<file path="src/rtl/uart_tx_if.sv">
// Byte-stream handshake into the UART transmitter.
// The master drives tx_data/tx_valid. The slave (uart_tx) returns tx_ready.
interface uart_tx_if;
  logic [7:0] tx_data;
  logic       tx_valid;
  logic       tx_ready;

  modport master (output tx_data, output tx_valid, input tx_ready);
  modport slave  (input tx_data, input tx_valid, output tx_ready);
endinterface

</file>
<file path="src/rtl/uart_tx.sv">
// uart_tx: 8N1 UART transmitter with a small byte FIFO in front of it.
// Optional feature macro: UART_TX_PARITY_EN.
// When it is defined, an even-parity bit is inserted between the data bits and the stop bit.
// tx, tx_busy and tx_empty are registered copies of the FSM's view.
// They lag the state register by one clock, so a byte accepted at edge N drives the line low at edge N+2.
module uart_tx #(
  parameter int clk_freq   = 12000000,
  parameter int baud       = 115200,
  parameter int fifo_depth = 4
) (
  input  logic     clk,
  input  logic     rst_n,
  uart_tx_if.slave bus,
  output logic     tx,
  output logic     tx_busy,
  output logic     tx_empty
);
  localparam int BIT_CLKS = clk_freq / baud;
  localparam int TW       = $clog2(BIT_CLKS);
  localparam int AW       = $clog2(fifo_depth);
  localparam int CW       = AW + 1;

  localparam logic [TW-1:0] BIT_RELOAD = TW'(BIT_CLKS - 1);
  localparam logic [TW-1:0] TIMER_ONE  = TW'(1);
  localparam logic [AW-1:0] PTR_ONE    = AW'(1);
  localparam logic [CW-1:0] CNT_ONE    = CW'(1);
  localparam logic [CW-1:0] CNT_FULL   = CW'(fifo_depth);

  typedef enum logic [2:0] {
    ST_IDLE   = 3'd0,
    ST_START  = 3'd1,
    ST_DATA   = 3'd2,
`ifdef UART_TX_PARITY_EN
    ST_PARITY = 3'd3,
`endif
    ST_STOP   = 3'd4
  } state_t;

`ifdef UART_TX_PARITY_EN
  // Even parity: the XOR of all data bits.
  function automatic logic even_parity(input logic [7:0] d);
    even_parity = ^d;
  endfunction
`endif

  // FIFO storage and occupancy
  logic [7:0]    mem_r [fifo_depth];
  logic [AW-1:0] wr_ptr_r;
  logic [AW-1:0] rd_ptr_r;
  logic [CW-1:0] count_r;
  logic [CW-1:0] count_next_s;
  logic          ready_r;

  // Transmit FSM
  state_t        state_r;
  logic [TW-1:0] timer_r;
  logic [2:0]    bit_cnt_r;
  logic [7:0]    shift_r;
  logic          tx_r;
  logic          busy_r;
  logic          empty_r;
`ifdef UART_TX_PARITY_EN
  logic          parity_r;
`endif

  logic          push_s;
  logic          pop_s;
  logic          bit_end_s;
  logic          fifo_nonempty_s;
  logic          line_s;
  logic [7:0]    head_s;

  assign bus.tx_ready = ready_r;
  assign tx           = tx_r;
  assign tx_busy      = busy_r;
  assign tx_empty     = empty_r;
  assign head_s       = mem_r[rd_ptr_r];

  // Handshake, FSM pop request and next FIFO occupancy
  always_comb begin
    push_s          = bus.tx_valid && ready_r;
    bit_end_s       = (timer_r == {TW{1'b0}});
    fifo_nonempty_s = (count_r != {CW{1'b0}});
    pop_s           = 1'b0;
    if (state_r == ST_IDLE) begin
      pop_s = fifo_nonempty_s;
    end else if (state_r == ST_STOP) begin
      pop_s = bit_end_s && fifo_nonempty_s;
    end else begin
      pop_s = 1'b0;
    end
    case ({push_s, pop_s})
      2'b10:   count_next_s = count_r + CNT_ONE;
      2'b01:   count_next_s = count_r - CNT_ONE;
      default: count_next_s = count_r;
    endcase
  end

  // Line level that the current state calls for
  always_comb begin
    line_s = 1'b1;
    case (state_r)
      ST_IDLE:   line_s = 1'b1;
      ST_START:  line_s = 1'b0;
      ST_DATA:   line_s = shift_r[0];
`ifdef UART_TX_PARITY_EN
      ST_PARITY: line_s = parity_r;
`endif
      ST_STOP:   line_s = 1'b1;
      default:   line_s = 1'b1;
    endcase
  end

  // FIFO pointers, occupancy and registered ready; ready never sees tx_valid combinationally
  always_ff @(posedge clk or negedge rst_n) begin
    if (!rst_n) begin
      for (int i = 0; i < fifo_depth; i++) begin
        mem_r[i] <= 8'h00;
      end
      wr_ptr_r <= {AW{1'b0}};
      rd_ptr_r <= {AW{1'b0}};
      count_r  <= {CW{1'b0}};
      ready_r  <= 1'b0;
    end else begin
      if (push_s) begin
        mem_r[wr_ptr_r] <= bus.tx_data;
        wr_ptr_r        <= wr_ptr_r + PTR_ONE;
      end
      if (pop_s) begin
        rd_ptr_r <= rd_ptr_r + PTR_ONE;
      end
      count_r <= count_next_s;
      ready_r <= (count_next_s != CNT_FULL);
    end
  end

  // Frame sequencer plus the registered line and status outputs
  always_ff @(posedge clk or negedge rst_n) begin
    if (!rst_n) begin
      state_r   <= ST_IDLE;
      timer_r   <= {TW{1'b0}};
      bit_cnt_r <= 3'd0;
      shift_r   <= 8'h00;
`ifdef UART_TX_PARITY_EN
      parity_r  <= 1'b0;
`endif
      tx_r      <= 1'b1;
      busy_r    <= 1'b0;
      empty_r   <= 1'b1;
    end else begin
      tx_r    <= line_s;
      busy_r  <= (state_r != ST_IDLE);
      empty_r <= (state_r == ST_IDLE) && !fifo_nonempty_s;
      case (state_r)
        ST_IDLE: begin
          if (fifo_nonempty_s) begin
            shift_r   <= head_s;
`ifdef UART_TX_PARITY_EN
            parity_r  <= even_parity(head_s);
`endif
            bit_cnt_r <= 3'd0;
            timer_r   <= BIT_RELOAD;
            state_r   <= ST_START;
          end
        end
        ST_START: begin
          if (bit_end_s) begin
            timer_r <= BIT_RELOAD;
            state_r <= ST_DATA;
          end else begin
            timer_r <= timer_r - TIMER_ONE;
          end
        end
        ST_DATA: begin
          if (bit_end_s) begin
            timer_r <= BIT_RELOAD;
            shift_r <= {1'b0, shift_r[7:1]};
            if (bit_cnt_r == 3'd7) begin
`ifdef UART_TX_PARITY_EN
              state_r <= ST_PARITY;
`else
              state_r <= ST_STOP;
`endif
            end else begin
              bit_cnt_r <= bit_cnt_r + 3'd1;
            end
          end else begin
            timer_r <= timer_r - TIMER_ONE;
          end
        end
`ifdef UART_TX_PARITY_EN
        ST_PARITY: begin
          if (bit_end_s) begin
            timer_r <= BIT_RELOAD;
            state_r <= ST_STOP;
          end else begin
            timer_r <= timer_r - TIMER_ONE;
          end
        end
`endif
        ST_STOP: begin
          if (bit_end_s) begin
            if (fifo_nonempty_s) begin
              // Next byte is already waiting: start bit follows the stop bit directly
              shift_r   <= head_s;
`ifdef UART_TX_PARITY_EN
              parity_r  <= even_parity(head_s);
`endif
              bit_cnt_r <= 3'd0;
              timer_r   <= BIT_RELOAD;
              state_r   <= ST_START;
            end else begin
              state_r <= ST_IDLE;
            end
          end else begin
            timer_r <= timer_r - TIMER_ONE;
          end
        end
        default: begin
          state_r <= ST_IDLE;
          timer_r <= {TW{1'b0}};
        end
      endcase
    end
  end
endmodule

</file>
<file path="src/flat_wrapper.sv">
// flat-port wrapper written by rule: the top's interface ports become plain ports
module uart_tx_flat 
#(
  parameter int clk_freq   = 12000000,
  parameter int baud       = 115200,
  parameter int fifo_depth = 4
)
  (clk, rst_n, tx, tx_busy, tx_empty, bus_tx_data, bus_tx_valid, bus_tx_ready);
  uart_tx_if bus_i ();
  input  logic clk;
  input  logic rst_n;
  output logic tx;
  output logic tx_busy;
  output logic tx_empty;
  input wire logic [$bits(bus_i.tx_data)-1:0] bus_tx_data;
  input wire logic [$bits(bus_i.tx_valid)-1:0] bus_tx_valid;
  output wire logic [$bits(bus_i.tx_ready)-1:0] bus_tx_ready;
  assign bus_i.tx_data = bus_tx_data;
  assign bus_i.tx_valid = bus_tx_valid;
  assign bus_tx_ready = bus_i.tx_ready;
  uart_tx #(.clk_freq(clk_freq), .baud(baud), .fifo_depth(fifo_depth)) u_core (.clk(clk), .rst_n(rst_n), .bus(bus_i), .tx(tx), .tx_busy(tx_busy), .tx_empty(tx_empty));
endmodule
</file>
<file path="config.mk">
export PLATFORM = sky130hd
export DESIGN_NAME = uart_tx_flat
export DESIGN_NICKNAME = d
export VERILOG_FILES = /design/src/rtl/uart_tx_if.sv /design/src/rtl/uart_tx.sv /design/src/flat_wrapper.sv
export SDC_FILE = /design/constraint.sdc
export NUM_CORES = 1
export LEC_CHECK = 0
export ABC_AREA = 1
export BUFFER_PORTS_ARGS = -buffer_cell sky130_fd_sc_hd__buf_2
export CAP_MARGIN = 20
export CORE_MARGIN = 5
export CORE_UTILIZATION = 39
export DETAILED_ROUTE_END_ITERATION = 10
export SLEW_MARGIN = 20
export SYNTH_ARGS = -nofsm -noshare
export SYNTH_HDL_FRONTEND = slang
export SYNTH_SLANG_ARGS = --single-unit
</file>
<file path="constraint.sdc">
create_clock -name clk -period 2.4 [get_ports clk]
set_clock_uncertainty 0.2 [all_clocks]
set_input_delay 0.24 -clock clk [delete_from_list [all_inputs] [get_ports clk]]
set_output_delay 0.24 -clock clk [all_outputs]
set_load 0.05 [all_outputs]
</file>
==> summary.md, run 1 <==
| Metric | Value |
|---|---|
| Final-report max-slew violation count | 0 |
| Crit share post-route | 97.7% |
| Maximum level of the CTS H-tree | 3 |
| Global routing's busiest layer | met2 |
| Gr ovfl total | 0 |
| Class of the most critical setup path | flop to flop |
| Worst Reg-to-Reg Cells | 13 |
| Most instantiated flip-flop cell in the synthesis netlist | sky130_fd_sc_hd__dfrtp_1 |
| Routed WL | 6690 um |
| DIE AREA | 10000 um^2 |
| Ratio of cells with drive above 1 in the final layout | 16.1% |
| Worst-case hold path end point | u_core.mem_r[7] |
| Initial Utilization | 40.6% |
| Synthesized area per cell | 8.00 um^2 |
| Wire length of the first global-routing pass | 11700 um |
| Chip Width | 100 um |
| Synth top area cells | sky130_fd_sc_hd__dfrtp_1 49%, sky130_fd_sc_hd__nand2_1 19%, sky130_fd_sc_hd__o21ai_0 6.8%, sky130_fd_sc_hd__nand3_1 6.2%, sky130_fd_sc_hd__inv_1 3.9% |
| Clock Tree Buf Depth | 2 |
| Worst-path cell with the longest stage delay | sky130_fd_sc_hd__dfrtp_1 |
| Synth Net Count | 416 |
| Total number of cells along the worst setup path | 13 |
| EDFF count, synth | 0 |
| Number of port buffers | 14 |
| Final worst-path setup slack | 0.0561 ns |
| Cell variety after synth | 28 |
| Outcome | complete, no violations |
| Count of standard-cell rows | 32 |
| Worst reg2reg startpoint | u_core.timer_r[0] |
| Synth top area share | 49.0% |
| Die outline height | 100 um |
| Unrepaired setup endpoints after global routing | true |
| Worst hold start | bus_tx_data[7] |
| Instance count along the most critical hold path | 3 |
| Largest net degree at the start of global routing | 42 |
| Met3 capacity usage during global routing | 4.10% |
| Area grow syn2layout | 16.8% |
| Number of I/O pins | 15 |
| TritonCTS Buffers | 9 |
| Crit-path max cell delay | 0.40 ns |
| All-layer global routing usage | 14.5% |
| Critical path's most frequent cell | sky130_fd_sc_hd__inv_2 |
| Power per cell area | 855 nW/um^2 |
| Setup total negative slack | 0 ns |
| Data required time of the worst path | 2.42 ns |
| Largest fanout on the critical path | 3 |
| Placement-stage worst setup slack | -0.0241 ns |
| # fillers | 762 |
| Antenna Cells | 0 |
| FF-to-FF setup slack | 0.06 ns |
| Antenna violations before repair | 0 |
| Count of TritonRoute iterations in the first routing pass | 5 |
| Static Leak | 1.90 nW |
| Antenna-violating nets left | 0 |
| Weighted congestion at the end of routability-driven global placement | 0.784 |
| Critical Path Start Type | flop |
| Crit path arrival time | 2.36 ns |
| IR Drop Worst-Case VDD | 0.555 mV |
| TritonCTS clock tree | done |
| Post-detailed-route wirelength per cell | 12.5 um |
| Total of flip-flops plus latches after synthesis | 64 |
| Finish-stage setup viols | 0 |
| Share of async-settable or async-resettable flops after synthesis | 100% |
| Family of cells with the greatest summed delay on the critical path | adder cells |
| Sequential-to-total area share from yosys stat | 50.6% |
| Critical path buffer and inverter count | 3 |
| Global routing usage on met1 | 19.4% |
| Clock transition time at the flip-flop clock pins of the worst setup and hold paths | 0.07 ns |
| Via total after detailed routing | 2570 |
| Later-pin clock latency in the skew report | 0.33 ns |
| Core Area | 7810 um^2 |
| Routing usage on met2 | 23.3% |
| Vias in the first global route | 2488 |
| Max capacitance violation total | 0 |
| Worst Max-Slew Pin Slew | 0.572 ns |
| Post-layout min period | 2.34 ns |
| Critical-path cell list | inv_2 -> ha_4 -> nand3_4 -> nor2_4 -> o21ai_2 -> inv_1 -> ha_2 -> inv_2 -> fa_2 -> a21oi_2 -> o21ai_1 -> xor2_1 -> nand2_1 |
| Total Power Consumption | 3.17 mW |
| Maximum clock rate | 427 MHz |
| Kind of end point of the critical path | flop |
| Leading area contributor after synthesis | sky130_fd_sc_hd__dfrtp_1 |
| Mapped Cells | 396 |
| Type of the tightest min-delay check | input pin to flop |
| Endpoint of the worst-slack reg-to-reg timing path | u_core.bus.tx_ready |
| Root buf cell | sky130_fd_sc_hd__clkbuf_8 |
| Number of vias per cell | 4.79 |
| Worst slew slack as a fraction of its limit | 61.9% |
| Post-synth design cell area | 3170 um^2 |
| Number of nets in the layout | 450 |
| Iteration-0 DRC Markers | 129 |
| Final hold vios | 0 |
| Post-detailed-placement half-perimeter wirelength | 4480 um |
| Number of warning messages in the yosys log | 0 |
| Remaining design rule violation count | 0 |
| Number of clock sinks | 64 |
==> report_power, final <==
| part | internal (mW) | leakage (nW) | switching [mW] |
|---|---|---|---|
| Sequential | 1.37 | 0.786 | 0.149 |
| Combinational | 0.276 | 1.01 | 0.449 |
| Clock | 0.507 | 0.0993 | 0.414 |
| Total | 2.16 | 1.90 | 1.01 |
==> layout make-up <==
| cell class | count | area [um^2] | area share, % |
|---|---|---|---|
| flip-flops and latches | 64 | 1600 | 43.3 |
| multi-input cells | 284 | 1400 | 37.7 |
| repair buffers | 33 | 233 | 6.29 |
| inverters | 38 | 145 | 3.92 |
| clock buffers | 11 | 141 | 3.82 |
| well taps | 102 | 128 | 3.45 |
| clock inverters | 5 | 56.3 | 1.52 |
==> worst min-delay path, cell delays in order <==
cell and delay [ns]:
sky130_fd_sc_hd__buf_2 0.07, sky130_fd_sc_hd__inv_1 0.05, sky130_fd_sc_hd__o21ai_0 0.14
==> synthesized netlist by cell type (2+ instances only) <==
cell type,number
sky130_fd_sc_hd__dfrtp_1,62
sky130_fd_sc_hd__inv_1,33
sky130_fd_sc_hd__buf_6,2
sky130_fd_sc_hd__nor2_2,3
sky130_fd_sc_hd__o21ai_1,2
sky130_fd_sc_hd__nand2_1,157
sky130_fd_sc_hd__o21ai_0,43
sky130_fd_sc_hd__buf_2,6
sky130_fd_sc_hd__xnor2_1,2
sky130_fd_sc_hd__inv_2,4
sky130_fd_sc_hd__dfstp_2,2
sky130_fd_sc_hd__xor2_1,5
sky130_fd_sc_hd__nor2_1,12
sky130_fd_sc_hd__nand4_1,3
sky130_fd_sc_hd__ha_1,8
sky130_fd_sc_hd__nand2_2,2
sky130_fd_sc_hd__nand3_1,39
==> per-stage QoR <==
step / util, % / instances / hold WS [ns] / instance area [um^2]
final: 47.4 / 537 / 0.00612 / 3700
after global routing: 47.4 / 537 / 0.0175 / 3700
after CTS: 46.7 / 531 / 0.00113 / 3640
after detailed placement: 43.6 / 512 / 0.0707 / 3400
after global placement: 43.6 / 512 / 0.0787 / 3400
after floorplan: - / 396 / -0.256 / 3180
==> worst max-delay path by stage <==
| stage | startpoint | to |
|---|---|---|
| CTS | u_core.timer_r[1] | u_core.bus.tx_ready |
| floorplan | u_core.timer_r[0] | u_core.bus.tx_ready |
| global placement | u_core.timer_r[0] | u_core.bus.tx_ready |
| detailed placement | u_core.timer_r[0] | u_core.bus.tx_ready |
| finish | u_core.timer_r[0] | u_core.bus.tx_ready |
| global route | u_core.timer_r[0] | u_core.bus.tx_ready |
==> placed cells by master (no fill, tap or decap), types with 2 or more instances in the layout <==
master,n
sky130_fd_sc_hd__inv_1,30
sky130_fd_sc_hd__nand3_1,38
sky130_fd_sc_hd__dfrtp_1,62
sky130_fd_sc_hd__dfstp_2,2
sky130_fd_sc_hd__o21ai_1,3
sky130_fd_sc_hd__dlygate4sd3_1,3
sky130_fd_sc_hd__buf_2,14
sky130_fd_sc_hd__nor2_1,12
sky130_fd_sc_hd__ha_1,6
sky130_fd_sc_hd__inv_2,7
sky130_fd_sc_hd__nand2_1,157
sky130_fd_sc_hd__nor2_2,2
sky130_fd_sc_hd__xnor2_1,2
sky130_fd_sc_hd__nor2_4,2
sky130_fd_sc_hd__buf_4,15
sky130_fd_sc_hd__nand4_1,3
sky130_fd_sc_hd__clkbuf_8,10
sky130_fd_sc_hd__o21ai_0,42
sky130_fd_sc_hd__clkinv_2,2
sky130_fd_sc_hd__xor2_1,5
sky130_fd_sc_hd__nand2_2,2
==> per-layer routing <==
layer | wire length (um) | share of wire [%]
met1 | 3200 | 48
met3 | 347 | 5.2
met4 | 60 | 0.90
met2 | 3080 | 46
met5 | 0 | 0
==> logic make-up (layout without fill, tap and decap cells) <==
kind of cell / Yosys count / count (layout) / share of synthesized area, %
fa+ha+maj: 9 / 9 / 3.79
buf+inv: 48 / 87 / 6.59
flops: 64 / 64 / 50.6
xor+xnor: 7 / 7 / 1.93
compound gates: 49 / 49 / 8.29
simple gates: 219 / 219 / 28.8
==> registers in the layout, indices dropped and copies added, names as in the netlist <==
signal               cells
u_core.state_r           3
u_core.tx_empty          1
u_core.rd_ptr_r          2
u_core.bit_cnt_r         3
u_core.bus.tx_ready      1
u_core.timer_r           7
u_core.shift_r           8
u_core.tx                1
u_core.count_r           3
u_core.mem_r            32
u_core.wr_ptr_r          2
u_core.tx_busy           1
==> timing repair <==
action	in CTS	in global routing
cloned	0	0
hold buffers	3	0
setup endpoints to repair	1	2
setup buffers	0	6
gates resized for setup	5	4
pin swaps	3	7
endpoints found under the hold margin	24	0
Note: power is estimated with default switching activity, not from simulation.
==> run 2, diff against run 1 <==
--- a/config.mk
+++ b/config.mk
@@ -7,10 +7,11 @@
 export LEC_CHECK = 0
 export ABC_AREA = 1
 export BUFFER_PORTS_ARGS = -buffer_cell sky130_fd_sc_hd__buf_2
-export CAP_MARGIN = 20
 export CORE_MARGIN = 5
-export CORE_UTILIZATION = 39
+export CORE_UTILIZATION = 55
 export DETAILED_ROUTE_END_ITERATION = 10
+export HOLD_SLACK_MARGIN = 0.12
+export PLACE_DENSITY = 0.75
 export SLEW_MARGIN = 20
 export SYNTH_ARGS = -nofsm -noshare
 export SYNTH_HDL_FRONTEND = slang
==> run 2 against run 1 <==
  * Non-clock buffer count rose by 6
  * Die area fell by 26%
  * Routed wire length rose by 4.8%
  * Sequential share of layout area fell by 0.88 points
  * First-iteration DRC count rose by 9.3%
  * Clock-buffer cell count did not move
  * Global-route usage rose by 6.1 points
  * Power rose by 8.3%
  * Critical endpoint unchanged
  * Final area rose by 2.1%
  * Final cell count fell by 4.5%
  * Sequential power barely moved
==> summary.md, run 2 (synthesis gave the netlist of run 1 again) <==
| Metric | Value |
|---|---|
| Outcome | complete, no violations |
| Number of I/O pins | 15 |
| Post-detailed-route wirelength per cell | 13.7 um |
| Wire length of the first global-routing pass | 12000 um |
| Area grow syn2layout | 19.2% |
| Finish-stage setup viols | 0 |
| Weighted congestion at the end of routability-driven global placement | 0.850 |
| Final-report max-slew violation count | 0 |
| Power per cell area | 907 nW/um^2 |
| Total Power Consumption | 3.43 mW |
| Ratio of cells with drive above 1 in the final layout | 16.1% |
| Root buf cell | sky130_fd_sc_hd__clkbuf_8 |
| Cell total after placement | 483 |
| Final hold vios | 0 |
| Worst slew slack as a fraction of its limit | 58.9% |
| Chip Width | 85.9 um |
| Largest net degree at the start of global routing | 27 |
| Later-pin clock latency in the skew report | 0.34 ns |
| Clock transition time at the flip-flop clock pins of the worst setup and hold paths | 0.07 ns |
| Type of the tightest min-delay check | input pin to async pin |
| Maximum clock rate | 423 MHz |
| Biggest regs | u_core.mem_r x32, u_core.shift_r x8, u_core.timer_r x7 |
| Iteration-0 DRC Markers | 141 |
| Setup total negative slack | 0 ns |
| Antenna Cells | 0 |
| Post-detailed-placement half-perimeter wirelength | 4510 um |
| Worst Max-Slew Pin Slew | 0.616 ns |
| Initial Utilization | 57.2% |
| Clock Tree Buf Depth | 2 |
| Die outline height | 85.9 um |
| Number of non-filler instances in the completed layout | 513 |
| Largest fanout on the critical path | 3 |
| Register containing the most flip-flops in the final layout | u_core.mem_r |
| Endpoint of the worst-slack reg-to-reg timing path | u_core.bus.tx_ready |
| TritonCTS Buffers | 9 |
| TritonCTS clock tree | done |
| DIE AREA | 7380 um^2 |
| FF-to-FF setup slack | 0.04 ns |
| Crit path arrival time | 2.38 ns |
| All-layer global routing usage | 20.6% |
| Number of vias per cell | 5.26 |
| Commonest non-fill, non-tap cell in the layout | sky130_fd_sc_hd__nand2_1 |
| Kind of end point of the critical path | flop |
| Maximum level of the CTS H-tree | 3 |
| Antenna-violating nets left | 0 |
| Crit share post-route | 98.4% |
| Unrepaired setup endpoints after global routing | true |
| Static Leak | 1.94 nW |
| Via total after detailed routing | 2697 |
| Number of clock sinks | 64 |
| Class of the most critical setup path | flop to flop |
| Routed WL | 7020 um |
| Critical Path Start Type | flop |
| Data required time of the worst path | 2.42 ns |
| Remaining design rule violation count | 0 |
| Max reg flops | 32 |
| IR Drop Worst-Case VDD | 0.548 mV |
| Most used cells in the layout excluding fill and tap cells | 157 x sky130_fd_sc_hd__nand2_1, 62 x sky130_fd_sc_hd__dfrtp_1, 42 x sky130_fd_sc_hd__o21ai_0 |
| Number of nets in the layout | 456 |
| Count of standard-cell rows | 27 |
| Max capacitance violation total | 0 |
| Gr ovfl total | 0 |
| Antenna violations before repair | 0 |
| Vias in the first global route | 2596 |
| Post-layout min period | 2.36 ns |
| Final core area utilization | 68.2% |
| Core Area | 5540 um^2 |
| Count of TritonRoute iterations in the first routing pass | 5 |
| Worst reg2reg startpoint | u_core.timer_r[0] |
| Number of port buffers | 14 |
| Worst Reg-to-Reg Cells | 13 |
==> run 2: how the worst max path moves through the flow <==
stage,start,endpoint,cells past startpoint
after floorplan,u_core.timer_r[0],u_core.bus.tx_ready,13
after global placement,u_core.timer_r[0],u_core.bus.tx_ready,13
after global routing,u_core.timer_r[1],u_core.bus.tx_ready,13
final,u_core.timer_r[0],u_core.bus.tx_ready,13
after CTS,u_core.timer_r[0],u_core.bus.tx_ready,13
after detailed placement,u_core.timer_r[1],u_core.bus.tx_ready,13
==> run 2: power by group <==
group | internal, mW | switching (mW)
clock | 0.719 | 0.423
combinational | 0.290 | 0.467
sequential | 1.37 | 0.155
==> run 2: layer usage <==
metal / GRT usage (%) / vias up / part of all wire [%]
met5: 0 / - / 0
met4: 7.19 / 0 / 1.7
met3: 5.48 / 12 / 4.3
met2: 33.9 / 48 / 49
met1: 26.3 / 1300 / 45
li1: - / 1337 / -
==> run 2: per-stage QoR <==
step	setup WS [ns]	cell area [um^2]	hold WS, ns
final	0.0381	3780	0.251
after global routing	-0.0789	3780	0.307
after CTS	0.00823	3720	0.252
after detailed placement	-0.0254	3360	0.0772
after global placement	0.0564	3360	0.0791
after floorplan	0.00342	3180	-0.256
==> run 2: cell type report <==
cell class,instances,area [um^2]
repair buffers,39,283
inverters,38,148
well taps,72,90.1
fillers,473,1760
clock buffers,11,141
multi-input cells,284,1410
clock inverters,5,104
flip-flops and latches,64,1600
==> run 2: what timing repair did <==
| action | 4_1_cts | 5_1_grt |
|---|---|---|
| buffers inserted | 1 | 3 |
| endpoints found under the setup margin | 1 | 3 |
| pin swaps | 1 | 7 |
| resized for setup | 2 | 11 |
| hold buffers | 10 | 0 |
| hold endpoints to repair | 56 | 0 |
==> run 2: worst max-delay path, cell delays in order (launching register included) <==
cell                      delay, ns
sky130_fd_sc_hd__dfrtp_1       0.40
sky130_fd_sc_hd__inv_2         0.09
sky130_fd_sc_hd__ha_4          0.15
sky130_fd_sc_hd__nand3_4       0.09
sky130_fd_sc_hd__nor2_4        0.13
sky130_fd_sc_hd__o21ai_2       0.08
sky130_fd_sc_hd__inv_2         0.07
sky130_fd_sc_hd__ha_4          0.13
sky130_fd_sc_hd__inv_4         0.04
sky130_fd_sc_hd__fa_2          0.38
sky130_fd_sc_hd__a21oi_2       0.15
sky130_fd_sc_hd__o21ai_2       0.07
sky130_fd_sc_hd__xor2_1        0.18
sky130_fd_sc_hd__nand2_1       0.09
==> run 3, diff against run 2 <==
--- a/config.mk
+++ b/config.mk
@@ -5,7 +5,6 @@
 export SDC_FILE = /design/constraint.sdc
 export NUM_CORES = 1
 export LEC_CHECK = 0
-export ABC_AREA = 1
 export BUFFER_PORTS_ARGS = -buffer_cell sky130_fd_sc_hd__buf_2
 export CORE_MARGIN = 5
 export CORE_UTILIZATION = 55
==> run 3 against run 2 <==
  * The flow now finishes with violations (setup timing)
  * Power is 5.7% higher
  * Fmax is 7.2% lower
  * Largest power group unchanged
  * Largest cell class unchanged
  * Final area is 6.6% higher
==> summary.md, run 3 <==
| Metric | Value |
|---|---|
| Proportion of power drawn by combinational gates | 24.9% |
| Sequential-to-total area share from yosys stat | 50.3% |
| Most numerous cell in the Yosys netlist | sky130_fd_sc_hd__dfrtp_1 |
| Unrepaired setup endpoints after global routing | true |
| Antenna violations before repair | 0 |
| Sequential Power Share | 43.7% |
| All-layer global routing usage | 21.0% |
| Worst Max-Slew Pin Slew | 0.793 ns |
| Wire length of the first global-routing pass | 11800 um |
| Commonest non-fill, non-tap cell in the layout | sky130_fd_sc_hd__dfrtp_1 |
| Number of warning messages in the yosys log | 0 |
| Final-report max-slew violation count | 0 |
| Internal power | 2.65 mW |
| Routed length on met1 | 2970 um |
| Maximum clock rate | 393 MHz |
| Worst slew slack as a fraction of its limit | 46.7% |
| Fraction of power consumed by the clock network | 31.4% |
| IR Drop Worst-Case VDD | 0.759 mV |
| Power per cell area | 900 nW/um^2 |
| Largest fanout on the critical path | 2 |
| Synth top area cells | sky130_fd_sc_hd__dfrtp_1 49%, sky130_fd_sc_hd__mux2_2 17%, sky130_fd_sc_hd__mux4_2 5.6%, sky130_fd_sc_hd__ha_1 3.1%, sky130_fd_sc_hd__nor2_1 2.1% |
| Max reg flops | 32 |
| Cell variety after synth | 50 |
| Synth Net Count | 276 |
| Post-Layout Inst Area | 4030 um^2 |
| Placement-stage worst setup slack | -0.128 ns |
| Initial Utilization | 57.2% |
| Static Leak | 1.76 nW |
| Maximum level of the CTS H-tree | 3 |
| Met3 WL post-DR | 325 um |
| Number of non-filler instances in the completed layout | 396 |
| Chip Width | 86.2 um |
| Register containing the most flip-flops in the final layout | u_core.mem_r |
| TritonCTS clock tree | done |
| Met2 Routed Length | 3430 um |
| Data required time of the worst path | 2.43 ns |
| DIE AREA | 7420 um^2 |
| Post-detailed-route wirelength per cell | 17.4 um |
| Most numerous cell types in the synthesized netlist | 62 x sky130_fd_sc_hd__dfrtp_1, 47 x sky130_fd_sc_hd__mux2_2, 18 x sky130_fd_sc_hd__nor2_1 |
| Most instantiated flip-flop cell in the synthesis netlist | sky130_fd_sc_hd__dfrtp_1 |
| Kind of end point of the critical path | flop |
| Most used cells in the layout excluding fill and tap cells | 62 x sky130_fd_sc_hd__dfrtp_1, 40 x sky130_fd_sc_hd__mux2_2, 38 x sky130_fd_sc_hd__buf_4 |
| Number of port buffers | 14 |
| Crit share post-route | 106% |
| Cell total after placement | 356 |
| Number of nets in the layout | 339 |
| Later-pin clock latency in the skew report | 0.34 ns |
| Finish-stage setup viols | 12 |
| Number of vias per cell | 5.72 |
| Final worst-path setup slack | -0.146 ns |
| Synth top area share | 48.6% |
| Share of async-settable or async-resettable flops after synthesis | 100% |
| Class of the most critical setup path | flop to flop |
| Cell Area, Placed | 3520 um^2 |
| Remaining design rule violation count | 0 |
| Outcome | finished, violations left |
| Antenna Cells | 0 |
| Final hold vios | 0 |
| Core Area | 5570 um^2 |
| Final core area utilization | 72.3% |
| Ratio of cells with drive above 1 in the final layout | 43.8% |
| Biggest regs | u_core.mem_r x32, u_core.shift_r x8, u_core.timer_r x7 |
| Vias in the first global route | 2445 |
| Routed WL | 6910 um |
| Largest net degree at the start of global routing | 27 |
| Mapped Cells | 256 |
| Post-synth design cell area | 3190 um^2 |
| Root buf cell | sky130_fd_sc_hd__clkbuf_8 |
| EDFF count, synth | 0 |
| Gr ovfl total | 0 |
| Leading area contributor after synthesis | sky130_fd_sc_hd__dfrtp_1 |
| Count of TritonRoute iterations in the first routing pass | 4 |
| Critical Path Start Type | flop |
| Area grow syn2layout | 26.3% |
| Top layer in use | met4 |
| Antenna-violating nets left | 0 |
| Type of the tightest min-delay check | input pin to async pin |
| Via total after detailed routing | 2267 |
| Iteration-0 DRC Markers | 104 |
| Count of standard-cell rows | 27 |
| Total of flip-flops plus latches after synthesis | 64 |
| Proportion of total power due to net switching | 27.0% |
| Number of clock sinks | 64 |
| Weighted congestion at the end of routability-driven global placement | 0.878 |
| Violated checks | setup timing |
| Max capacitance violation total | 0 |
| Switching pwr | 0.979 mW |
| Crit path arrival time | 2.58 ns |
| Clock Tree Buf Depth | 2 |
| Setup total negative slack | -0.612 ns |
| TritonCTS Buffers | 9 |
| Post-detailed-placement half-perimeter wirelength | 4450 um |
| Clock transition time at the flip-flop clock pins of the worst setup and hold paths | 0.07 ns |
| Number of I/O pins | 15 |
| Die outline height | 86.2 um |
| Synthesized area per cell | 12.5 um^2 |
| Post-layout min period | 2.55 ns |
run 3: critical path, cell delays in order, from the launching register on:
cell and delay, ns:
sky130_fd_sc_hd__dfrtp_1 0.40, sky130_fd_sc_hd__inv_2 0.10, sky130_fd_sc_hd__ha_4 0.15, sky130_fd_sc_hd__nor4b_4 0.26, sky130_fd_sc_hd__a21oi_4 0.10, sky130_fd_sc_hd__nor2_2 0.12, sky130_fd_sc_hd__ha_2 0.20, sky130_fd_sc_hd__inv_2 0.04
sky130_fd_sc_hd__fa_2 0.32, sky130_fd_sc_hd__xor2_1 0.14, sky130_fd_sc_hd__nor2_1 0.12, sky130_fd_sc_hd__xor2_1 0.20, sky130_fd_sc_hd__nand2_1 0.08
run 3: what timing repair did:
item,CTS,global route
endpoints found under the setup margin,2,16
hold buffers,10,0
buffers inserted,12,4
pin swaps,5,5
hold endpoints to repair,57,0
resized for setup,4,11
run 3: routing by layer:
layer  vias up  track usage [%]
met5         -                0
li1       1053                -
met3        21             6.05
met1      1125             25.9
met4         0             9.64
met2        68             34.0
run 3: area by class of cell:
cell class	instances	area (um^2)
flip-flops and latches	64	1600
repair buffers	63	467
inverters	11	41.3
well taps	72	90.1
fillers	363	1550
clock inverters	7	120
multi-input cells	170	1580
clock buffers	9	124
run 3: stage by stage:
stage	hold slack [ns]	power, mW
finish	0.231	3.62
global placement	0.0720	2.41
detailed placement	0.0836	2.48
floorplan	-0.256	2.24
global route	0.277	3.85
CTS	0.247	3.62
run 3: power groups by stage:
stage | Combinational [mW] | Sequential (mW) | Clock, mW
5_1_grt | 1.01 | 1.63 | 1.21
3_5_place_dp | 0.874 | 1.60 | 0
4_1_cts | 0.891 | 1.58 | 1.15
3_3_place_gp | 0.831 | 1.58 | 0
2_1_floorplan | 0.691 | 1.55 | 0
6_report | 0.902 | 1.59 | 1.14
run 3: worst paths after layout:
kind                                   start  depth (start not counted)                   to  slack, ns
min in group clk             u_core.mem_r[9]                          1      u_core.mem_r[9]       0.31
max reg2reg                u_core.timer_r[1]                         12  u_core.bus.tx_ready      -0.15
max in group asynchronous              rst_n                          3     u_core.mem_r[28]       1.05
min                                    rst_n                          2    u_core.timer_r[2]       0.23
max                        u_core.timer_r[1]                         12  u_core.bus.tx_ready      -0.15
min reg2reg                  u_core.mem_r[9]                          1      u_core.mem_r[9]       0.31
run 3: logic make-up (layout without fill, tap and decap cells):
group	count (synthesis)	count (layout)	synth area share [%]
xor gates and xnor gates	6	6	1.65
adders and majority gates	10	10	4.08
AOI/OAI and AO/OA	37	37	8.31
and+or+nand+nor	61	61	10.5
muxes	56	56	22.5
buffers and inverters	22	90	2.67
DFF	64	64	50.3
